## src/rtl/rv_opfetch_if.sv

```systemverilog
// ============================================================================
// Module : rv_opfetch_if
// Brief  : Decode/regfile/bypass/execute signal bundle for rv_opfetch.
// Rev    : 1.0  initial release
// ============================================================================
`default_nettype none

interface rv_opfetch_if #(
    parameter int CTRL_W = 16
);
    // decode side
    logic              i_flush;
    logic              i_valid;
    logic              o_ready;
    logic [31:0]       i_pc;
    logic [4:0]        i_rs1;
    logic [4:0]        i_rs2;
    logic [4:0]        i_rd;
    logic [CTRL_W-1:0] i_ctrl;
    // register file read port
    logic              o_rs_valid;
    logic [4:0]        o_rs1;
    logic [4:0]        o_rs2;
    logic [31:0]       i_rdata1;
    logic [31:0]       i_rdata2;
    // bypass sources
    logic              i_ex_valid;
    logic              i_ex_load;
    logic [4:0]        i_ex_rd;
    logic [31:0]       i_ex_data;
    logic              i_wb_write;
    logic [4:0]        i_wb_rd;
    logic [31:0]       i_wb_data;
    // execute side
    logic              o_valid;
    logic              i_ready;
    logic [31:0]       o_pc;
    logic [4:0]        o_rd;
    logic [CTRL_W-1:0] o_ctrl;
    logic [31:0]       o_op1;
    logic [31:0]       o_op2;

    modport slave (
        input  i_flush, i_valid, i_pc, i_rs1, i_rs2, i_rd, i_ctrl,
        input  i_rdata1, i_rdata2,
        input  i_ex_valid, i_ex_load, i_ex_rd, i_ex_data,
        input  i_wb_write, i_wb_rd, i_wb_data,
        input  i_ready,
        output o_ready, o_rs_valid, o_rs1, o_rs2,
        output o_valid, o_pc, o_rd, o_ctrl, o_op1, o_op2
    );

    modport master (
        output i_flush, i_valid, i_pc, i_rs1, i_rs2, i_rd, i_ctrl,
        output i_rdata1, i_rdata2,
        output i_ex_valid, i_ex_load, i_ex_rd, i_ex_data,
        output i_wb_write, i_wb_rd, i_wb_data,
        output i_ready,
        input  o_ready, o_rs_valid, o_rs1, o_rs2,
        input  o_valid, o_pc, o_rd, o_ctrl, o_op1, o_op2
    );
endinterface

`default_nettype wire

```

## src/rtl/rv_opfetch.sv

```systemverilog
// ============================================================================
// Module : rv_opfetch
// Brief  : Single-slot operand-fetch stage with EX/WB bypass, regfile
//          write-gap cover and load-use stall.
//          Define RV_OPFETCH_FWD_EX_EN to enable the EX-result bypass path.
// Rev    : 1.0  initial release
// ============================================================================
`default_nettype none

module rv_opfetch #(
    parameter int CTRL_W = 16
) (
    input  logic        i_clk,
    input  logic        i_reset,
    rv_opfetch_if.slave bus
);

    localparam logic [4:0] c_x0 = 5'd0;

    // S1 slot
    logic              s1_valid_q, s1_valid_d;
    logic [31:0]       s1_pc_q,    s1_pc_d;
    logic [4:0]        s1_rs1_q,   s1_rs1_d;
    logic [4:0]        s1_rs2_q,   s1_rs2_d;
    logic [4:0]        s1_rd_q,    s1_rd_d;
    logic [CTRL_W-1:0] s1_ctrl_q,  s1_ctrl_d;

    // one-cycle-old WB write, covering the regfile write-to-read gap
    logic              wb_write_q, wb_write_d;
    logic [4:0]        wb_rd_q,    wb_rd_d;
    logic [31:0]       wb_data_q,  wb_data_d;

    logic        w_hazard;
    logic        w_ex_blocks;
    logic        w_ex_fwd;
    logic        w_ready;
    logic        w_valid;
    logic        w_accept;
    logic        w_drain;
    logic [31:0] w_op1;
    logic [31:0] w_op2;

    function automatic logic [31:0] resolve(
        input logic [4:0]  rs,
        input logic [31:0] rdata,
        input logic        ex_fwd,
        input logic [4:0]  ex_rd,
        input logic [31:0] ex_data,
        input logic        wb_write,
        input logic [4:0]  wb_rd,
        input logic [31:0] wb_data,
        input logic        dwb_write,
        input logic [4:0]  dwb_rd,
        input logic [31:0] dwb_data
    );
        logic [31:0] v;
        if (rs == c_x0) begin
            v = 32'd0;
        end else if (ex_fwd && (ex_rd == rs)) begin
            v = ex_data;
        end else if (wb_write && (wb_rd == rs)) begin
            v = wb_data;
        end else if (dwb_write && (dwb_rd == rs)) begin
            v = dwb_data;
        end else begin
            v = rdata;
        end
        return v;
    endfunction

`ifdef RV_OPFETCH_FWD_EX_EN
    // only loads stall; ALU results are bypassed from EX
    assign w_ex_blocks = bus.i_ex_load;
    assign w_ex_fwd    = bus.i_ex_valid & ~bus.i_ex_load;
`else
    // no EX bypass: any pending EX write to a source must wait for WB
    assign w_ex_blocks = 1'b1;
    assign w_ex_fwd    = 1'b0;
`endif

    always_comb begin
        w_hazard = s1_valid_q & bus.i_ex_valid & w_ex_blocks
                 & (bus.i_ex_rd != c_x0)
                 & ((bus.i_ex_rd == s1_rs1_q) | (bus.i_ex_rd == s1_rs2_q));
        w_valid  = s1_valid_q & ~w_hazard & ~bus.i_flush;
        w_ready  = ~bus.i_flush & (~s1_valid_q | (bus.i_ready & ~w_hazard));
        w_accept = bus.i_valid & w_ready;
        w_drain  = bus.i_ready & w_valid;
    end

    always_comb begin
        w_op1 = resolve(s1_rs1_q, bus.i_rdata1, w_ex_fwd, bus.i_ex_rd, bus.i_ex_data,
                        bus.i_wb_write, bus.i_wb_rd, bus.i_wb_data,
                        wb_write_q, wb_rd_q, wb_data_q);
        w_op2 = resolve(s1_rs2_q, bus.i_rdata2, w_ex_fwd, bus.i_ex_rd, bus.i_ex_data,
                        bus.i_wb_write, bus.i_wb_rd, bus.i_wb_data,
                        wb_write_q, wb_rd_q, wb_data_q);
    end

    always_comb begin
        s1_valid_d = s1_valid_q;
        s1_pc_d    = s1_pc_q;
        s1_rs1_d   = s1_rs1_q;
        s1_rs2_d   = s1_rs2_q;
        s1_rd_d    = s1_rd_q;
        s1_ctrl_d  = s1_ctrl_q;
        wb_write_d = bus.i_wb_write;
        wb_rd_d    = bus.i_wb_rd;
        wb_data_d  = bus.i_wb_data;

        // flush already forces w_accept low through w_ready
        if (bus.i_flush) begin
            s1_valid_d = 1'b0;
        end else if (w_accept) begin
            s1_valid_d = 1'b1;
            s1_pc_d    = bus.i_pc;
            s1_rs1_d   = bus.i_rs1;
            s1_rs2_d   = bus.i_rs2;
            s1_rd_d    = bus.i_rd;
            s1_ctrl_d  = bus.i_ctrl;
        end else if (w_drain) begin
            s1_valid_d = 1'b0;
        end
    end

    always_ff @(posedge i_clk or posedge i_reset) begin
        if (i_reset) begin
            s1_valid_q <= 1'b0;
            s1_pc_q    <= 32'd0;
            s1_rs1_q   <= 5'd0;
            s1_rs2_q   <= 5'd0;
            s1_rd_q    <= 5'd0;
            s1_ctrl_q  <= '0;
            wb_write_q <= 1'b0;
            wb_rd_q    <= 5'd0;
            wb_data_q  <= 32'd0;
        end else begin
            s1_valid_q <= s1_valid_d;
            s1_pc_q    <= s1_pc_d;
            s1_rs1_q   <= s1_rs1_d;
            s1_rs2_q   <= s1_rs2_d;
            s1_rd_q    <= s1_rd_d;
            s1_ctrl_q  <= s1_ctrl_d;
            wb_write_q <= wb_write_d;
            wb_rd_q    <= wb_rd_d;
            wb_data_q  <= wb_data_d;
        end
    end

    // read addresses go straight through; the regfile latches them on o_rs_valid
    assign bus.o_rs_valid = w_accept;
    assign bus.o_rs1      = bus.i_rs1;
    assign bus.o_rs2      = bus.i_rs2;
    assign bus.o_ready    = w_ready;
    assign bus.o_valid    = w_valid;
    assign bus.o_pc       = s1_pc_q;
    assign bus.o_rd       = s1_rd_q;
    assign bus.o_ctrl     = s1_ctrl_q;
    assign bus.o_op1      = w_op1;
    assign bus.o_op2      = w_op2;

endmodule

`default_nettype wire

```

## src/flat_wrapper.sv

```systemverilog
// flat-port wrapper written by rule: the top's interface ports become plain ports
module rv_opfetch_flat 
#(
    parameter int CTRL_W = 16
)
  (i_clk, i_reset, bus_i_flush, bus_i_valid, bus_i_pc, bus_i_rs1, bus_i_rs2, bus_i_rd, bus_i_ctrl, bus_i_rdata1, bus_i_rdata2, bus_i_ex_valid, bus_i_ex_load, bus_i_ex_rd, bus_i_ex_data, bus_i_wb_write, bus_i_wb_rd, bus_i_wb_data, bus_i_ready, bus_o_ready, bus_o_rs_valid, bus_o_rs1, bus_o_rs2, bus_o_valid, bus_o_pc, bus_o_rd, bus_o_ctrl, bus_o_op1, bus_o_op2);
  rv_opfetch_if #(.CTRL_W(CTRL_W)) bus_i ();
  input  logic i_clk;
  input  logic i_reset;
  input wire logic [$bits(bus_i.i_flush)-1:0] bus_i_flush;
  input wire logic [$bits(bus_i.i_valid)-1:0] bus_i_valid;
  input wire logic [$bits(bus_i.i_pc)-1:0] bus_i_pc;
  input wire logic [$bits(bus_i.i_rs1)-1:0] bus_i_rs1;
  input wire logic [$bits(bus_i.i_rs2)-1:0] bus_i_rs2;
  input wire logic [$bits(bus_i.i_rd)-1:0] bus_i_rd;
  input wire logic [$bits(bus_i.i_ctrl)-1:0] bus_i_ctrl;
  input wire logic [$bits(bus_i.i_rdata1)-1:0] bus_i_rdata1;
  input wire logic [$bits(bus_i.i_rdata2)-1:0] bus_i_rdata2;
  input wire logic [$bits(bus_i.i_ex_valid)-1:0] bus_i_ex_valid;
  input wire logic [$bits(bus_i.i_ex_load)-1:0] bus_i_ex_load;
  input wire logic [$bits(bus_i.i_ex_rd)-1:0] bus_i_ex_rd;
  input wire logic [$bits(bus_i.i_ex_data)-1:0] bus_i_ex_data;
  input wire logic [$bits(bus_i.i_wb_write)-1:0] bus_i_wb_write;
  input wire logic [$bits(bus_i.i_wb_rd)-1:0] bus_i_wb_rd;
  input wire logic [$bits(bus_i.i_wb_data)-1:0] bus_i_wb_data;
  input wire logic [$bits(bus_i.i_ready)-1:0] bus_i_ready;
  output wire logic [$bits(bus_i.o_ready)-1:0] bus_o_ready;
  output wire logic [$bits(bus_i.o_rs_valid)-1:0] bus_o_rs_valid;
  output wire logic [$bits(bus_i.o_rs1)-1:0] bus_o_rs1;
  output wire logic [$bits(bus_i.o_rs2)-1:0] bus_o_rs2;
  output wire logic [$bits(bus_i.o_valid)-1:0] bus_o_valid;
  output wire logic [$bits(bus_i.o_pc)-1:0] bus_o_pc;
  output wire logic [$bits(bus_i.o_rd)-1:0] bus_o_rd;
  output wire logic [$bits(bus_i.o_ctrl)-1:0] bus_o_ctrl;
  output wire logic [$bits(bus_i.o_op1)-1:0] bus_o_op1;
  output wire logic [$bits(bus_i.o_op2)-1:0] bus_o_op2;
  assign bus_i.i_flush = bus_i_flush;
  assign bus_i.i_valid = bus_i_valid;
  assign bus_i.i_pc = bus_i_pc;
  assign bus_i.i_rs1 = bus_i_rs1;
  assign bus_i.i_rs2 = bus_i_rs2;
  assign bus_i.i_rd = bus_i_rd;
  assign bus_i.i_ctrl = bus_i_ctrl;
  assign bus_i.i_rdata1 = bus_i_rdata1;
  assign bus_i.i_rdata2 = bus_i_rdata2;
  assign bus_i.i_ex_valid = bus_i_ex_valid;
  assign bus_i.i_ex_load = bus_i_ex_load;
  assign bus_i.i_ex_rd = bus_i_ex_rd;
  assign bus_i.i_ex_data = bus_i_ex_data;
  assign bus_i.i_wb_write = bus_i_wb_write;
  assign bus_i.i_wb_rd = bus_i_wb_rd;
  assign bus_i.i_wb_data = bus_i_wb_data;
  assign bus_i.i_ready = bus_i_ready;
  assign bus_o_ready = bus_i.o_ready;
  assign bus_o_rs_valid = bus_i.o_rs_valid;
  assign bus_o_rs1 = bus_i.o_rs1;
  assign bus_o_rs2 = bus_i.o_rs2;
  assign bus_o_valid = bus_i.o_valid;
  assign bus_o_pc = bus_i.o_pc;
  assign bus_o_rd = bus_i.o_rd;
  assign bus_o_ctrl = bus_i.o_ctrl;
  assign bus_o_op1 = bus_i.o_op1;
  assign bus_o_op2 = bus_i.o_op2;
  rv_opfetch #(.CTRL_W(CTRL_W)) u_core (.i_clk(i_clk), .i_reset(i_reset), .bus(bus_i));
endmodule
```

## config.mk

```make
export PLATFORM = sky130hd
export DESIGN_NAME = rv_opfetch_flat
export DESIGN_NICKNAME = d
export VERILOG_FILES = /design/src/rtl/rv_opfetch_if.sv /design/src/rtl/rv_opfetch.sv /design/src/flat_wrapper.sv
export SDC_FILE = /design/constraint.sdc
export NUM_CORES = 1
export LEC_CHECK = 0
export ABC_CLOCK_PERIOD_IN_PS = 3650
export BUFFER_PORTS_ARGS = -buffer_cell sky130_fd_sc_hd__clkbuf_2
export CORE_AREA = 2 2 132 134
export CTS_CLUSTER_DIAMETER = 60
export DETAILED_ROUTE_END_ITERATION = 7
export DIE_AREA = 0 0 134 136
export GPL_TIMING_DRIVEN = 0
export PLACE_DENSITY_LB_ADDON = 0.05
export SETUP_SLACK_MARGIN = 0.5
export SYNTH_ARGS = -nofsm -noshare
export SYNTH_HDL_FRONTEND = slang
export SYNTH_SLANG_ARGS = --single-unit
```

## constraint.sdc

```tcl
create_clock -name i_clk -period 3.65 [get_ports i_clk]
set_clock_uncertainty 0.1 [all_clocks]
set_input_delay 0.365 -clock i_clk [delete_from_list [all_inputs] [get_ports i_clk]]
set_output_delay 0.365 -clock i_clk [all_outputs]
set_load 0.01 [all_outputs]
```

# Word level (Yosys, flattened, before mapping)
# Index checks and enable logic that the tools add are counted.
[classes]
eq_ne = 6
n_mux = 9
bitwise = 14
n_reduce_logical = 9
[op_table]
columns = ["cell", "count"]
rows = [
  ["$mux W32", 6],
  ["$eq A5 B5 Y1", 6],
  ["$logic_not A5 Y1", 2],
  ["$and A1 B1 Y1", 9],
  ["$reduce_bool A5 Y1", 1],
  ["$logic_and A1 B1 Y1", 4],
  ["$mux W1", 3],
  ["$not A1 Y1", 3],
  ["$reduce_bool A3 Y1", 1],
  ["$or A1 B1 Y1", 2],
  ["$reduce_and A2 Y1", 1],
]
[word_totals]
ff_bits = 102
out_inout_bits = 130

# Longest topological paths before layout
[logic_depth]
ltp_word = 10
ltp_mapped = 7

# Worst setup path after synthesis
# No wires, ideal clock.
[synth_timing]
kind = "reg-to-output"
from = "register u_core.s1_rs1_q[2]"
to = "output port bus_o_op1[10]"
t_arrival_ns = 1.927
required_ns = 3.185
path_slack_ns = 1.258
path_stages_with_launch = 8
cell_sequence = "dfrtp_1 > xor2_1 > nor4_1 > and3_1 > clkbuf_1 > buf_2 > mux2i_1 > a211oi_1"
[synth_via]
elab_chain_len = 5
elab_cells_between_ends = 8
[synth_rtl]
columns = ["item", "line", "rtl"]
rows = [
  ["start: declaration", "rv_opfetch.sv:23", "logic [4:0] s1_rs1_q, s1_rs1_d;"],
  ["start signal: assignment", "rv_opfetch.sv:140", "s1_rs1_q <= s1_rs1_d;"],
  ["$eq A5 B5 Y1", "rv_opfetch.sv:63", "end else if (dwb_write && (dwb_rd == rs)) begin"],
  ["$logic_and A1 B1 Y1", "rv_opfetch.sv:63", ""],
  ["$mux W32", "rv_opfetch.sv:63", ""],
  ["$mux W32", "rv_opfetch.sv:61", "end else if (wb_write && (wb_rd == rs)) begin"],
  ["$mux W32 *", "rv_opfetch.sv:57", "if (rs == c_x0) begin"],
  ["end: declaration", "flat_wrapper.sv:35", "output wire logic [$bits(bus_i.o_op1)-1:0] bus_o_op1;"],
]
# Every way passes the cells marked *; elsewhere a longest branch is shown, timed or not.

# Worst setup path in the final report
[layout_timing]
from = "register u_core.s1_rs2_q[4]"
to = "output port bus_o_op2[8]"
[layout_via]
elab_chain_len = 5
elab_cells_between_ends = 8
[layout_rtl]
columns = ["item", "line", "rtl"]
rows = [
  ["start: declaration", "rv_opfetch.sv:24", "logic [4:0] s1_rs2_q, s1_rs2_d;"],
  ["start signal: assignment", "rv_opfetch.sv:141", "s1_rs2_q <= s1_rs2_d;"],
  ["$eq A5 B5 Y1", "rv_opfetch.sv:63", ""],
  ["$logic_and A1 B1 Y1", "rv_opfetch.sv:63", ""],
  ["$mux W32", "rv_opfetch.sv:63", ""],
  ["$mux W32", "rv_opfetch.sv:61", ""],
  ["$mux W32 *", "rv_opfetch.sv:57", ""],
  ["end: declaration", "flat_wrapper.sv:36", "output wire logic [$bits(bus_i.o_op2)-1:0] bus_o_op2;"],
]
# Marked as above.

==> run summary <==
hpwl dp = 13.6 mm
worst r2r src = u_core.s1_rs2_q[4]$_DFFE_PP0P_
outcome = complete, but fails checks
Finished Layout Cells = 1004
crit end category = output pin
Site Rows = 48
Fmax achieved = 0.324 GHz
DRT Pass-1 Iters = 4
crit path to = bus_o_op2[8]
antenna violations before repair = 1
Tot Pwr = 3.23 mW
Clk Tree Root Cell = clkbuf_16
Slew headroom = 53.2%
sequential cell area fraction in the yosys report = 48.0%
maxcap violations = 0
Syn Area/Cell = 11.6 µm²
Seq cells post-synth = 102
setup_tns = 0 ns
Overflow after GRT = 0
final hold vios = 16
Worst-Margin Slew = 0.700 ns
core area = 16900 µm²
layout cells sized above 1 = 53.1%
CTS tree = yes
Register-to-Register Setup Slack = 1.24 ns
Worst-path clk slew = 0.08 ns
Place WS = 0.548 ns
fin crit share = 84.5%
Setup CP Type = register to output pin
global-route wire length before repair = 27.1 mm
yosys warns = 0
failing checks = hold timing
fin area = 7500 µm²
Tmin final = 3.08 ns
most frequent cells in the layout = clkbuf_2, dfrtp_1, nor2_1
clk buf depth = 2
CP Max Fanout = 10
clock sink total = 102
Yosys cell types = 23
Antenna Cells = 0
chip height = 136 µm
vias per std cell = 4.85
Setup Viol. Count Final = 0
Net count, final = 983
most common cell after layout, fill and taps aside = clkbuf_2
area grow syn2layout = 41.0%
reg2reg end = u_core.s1_rs1_q[2]$_DFFE_PP0P_
final slew viol count = 0
vias in the first global route = 5124
largest net degree at the start of global routing = 59
worst path required time = 3.18 ns
synthesized area = 5320 µm²
Post-Syn Nets = 666
Hold Path Class = primary input to asynchronous set/reset pin
H-tree depth = 3
drt drc = 0
crit start category = register
Buffers on Ports = 305
Final Util = 44.4%
vias = 4872
hold_ws = -0.0102 ns
Boundary Pins = 339
Antenna Nets Post-Route = 0
P_leak = 3.55 nW
CP Launch Point = u_core.s1_rs2_q[4]$_DFFE_PP0P_
placed inst area = 7160 µm²
Die ar. = 18200 µm²
final worst slack = 0.567 ns
PwrDens = 430 nW/µm²
Critical Path AT = 2.62 ns
DP Cell Count = 988
R2R depth = 6
GRT Total Usage = 19.2%
Die Wd = 134 µm
post-synthesis cell count = 457
Worst IR Drop VDD = 0.000208 V
final wirelength = 17.9 mm
routability-driven placement congestion ratio = 0.846
drt initial violations = 175
CTS Buf Count = 9
per-cell routed wire length = 17.8 µm
RSZ-0062 raised after global routing = yes
Initial Utilization = 31.5%
clk_lat worst skew = 0.35 ns
==> Yosys cell counts, drive strengths merged <==
cell type	number	area share (%)
nand3	4	0.38
nor4	4	0.47
inv	2	0.14
dfrtp	102	48
mux2	63	13
xnor2	14	2.3
mux2i	64	12
or3	1	0.12
o22ai	1	0.12
nor2	68	4.8
o21ai	1	0.094
o311a	1	0.40
clkbuf	20	1.4
a211oi	68	9.8
nand2	2	0.14
or4	2	0.28
xor2	16	2.6
and3	2	0.24
buf	22	3.2
==> power breakdown <==
group	switching (mW)	internal, mW	total, mW
logic	0.444	0.437	0.882
clock network	0.464	0.492	0.957
registers	0.111	1.28	1.39
total	1.02	2.21	3.23
==> layout make-up <==
cell class / instances / area (µm²)
buffer: 42 / 284
clock buffer: 10 / 239
clock inverter: 6 / 48.8
fill: 1662 / 9380
inverter: 2 / 10.0
multi-input combinational: 311 / 2530
sequential: 102 / 2550
tap: 225 / 282
timing repair buffer: 306 / 1550
==> registers in the layout (all words and copies together), names as in the netlist <==
register and count:
u_core.s1_valid_q 1, u_core.wb_rd_q 5, u_core.s1_rs2_q 5, u_core.bus.o_rd 5
u_core.bus.o_pc 32, u_core.s1_rs1_q 5, u_core.wb_write_q 1, u_core.bus.o_ctrl 16
u_core.wb_data_q 32
==> timing repair <==
| item | in CTS | in global routing |
|---|---|---|
| hold buffers | 0 | 0 |
| setup buffers | 0 | 0 |
| gates resized for setup | 12 | 15 |
| setup endpoints to repair | 60 | 36 |
==> metal layers <==
metal / GRT usage [%] / up-vias / wire [µm]
met1: 23.1 / 2347 / 7300
li1: - / 2277 / -
met4: 7.62 / 2 / 468
met2: 32.6 / 210 / 8730
met5: 0 / - / 13
met3: 5.48 / 36 / 1350
==> critical path, cell delays in order, from the launching register on <==
cell and delay (ns):
dfrtp_1 0.48, xor2_1 0.18, nor4_1 0.31, and3_1 0.20, clkbuf_2 0.19, buf_4 0.27, mux2i_1 0.11, a211oi_1 0.33
clkbuf_2 0.20
==> kinds of logic (layout without fill, tap and decap cells) <==
family	Yosys count	after routing	share of synthesized area [%]
buf+inv	44	366	4.80
compound gates	71	71	10.4
mux	127	127	25.4
simple gates	83	83	6.42
flops	102	102	48.0
xor+xnor	30	30	4.94
==> worst min-delay path by stage <==
stage / start / to / slack, ns / cells after the start
4_1_cts: i_reset / u_core.bus.o_ctrl[5]$_DFFE_PP0P_ / 0.008 / 2
3_3_place_gp: u_core.bus.o_pc[10]$_DFFE_PP0P_ / u_core.bus.o_pc[10]$_DFFE_PP0P_ / 0.37 / 1
6_report: i_reset / u_core.wb_data_q[3]$_DFF_PP0_ / -0.01 / 2
5_1_grt: i_reset / u_core.wb_data_q[3]$_DFF_PP0_ / 0.04 / 2
2_1_floorplan: bus_i_wb_data[0] / u_core.wb_data_q[0]$_DFF_PP0_ / 0.30 / 0
3_5_place_dp: u_core.bus.o_pc[10]$_DFFE_PP0P_ / u_core.bus.o_pc[10]$_DFFE_PP0P_ / 0.38 / 1
No activity file was read; power rests on OpenSTA's default activity.
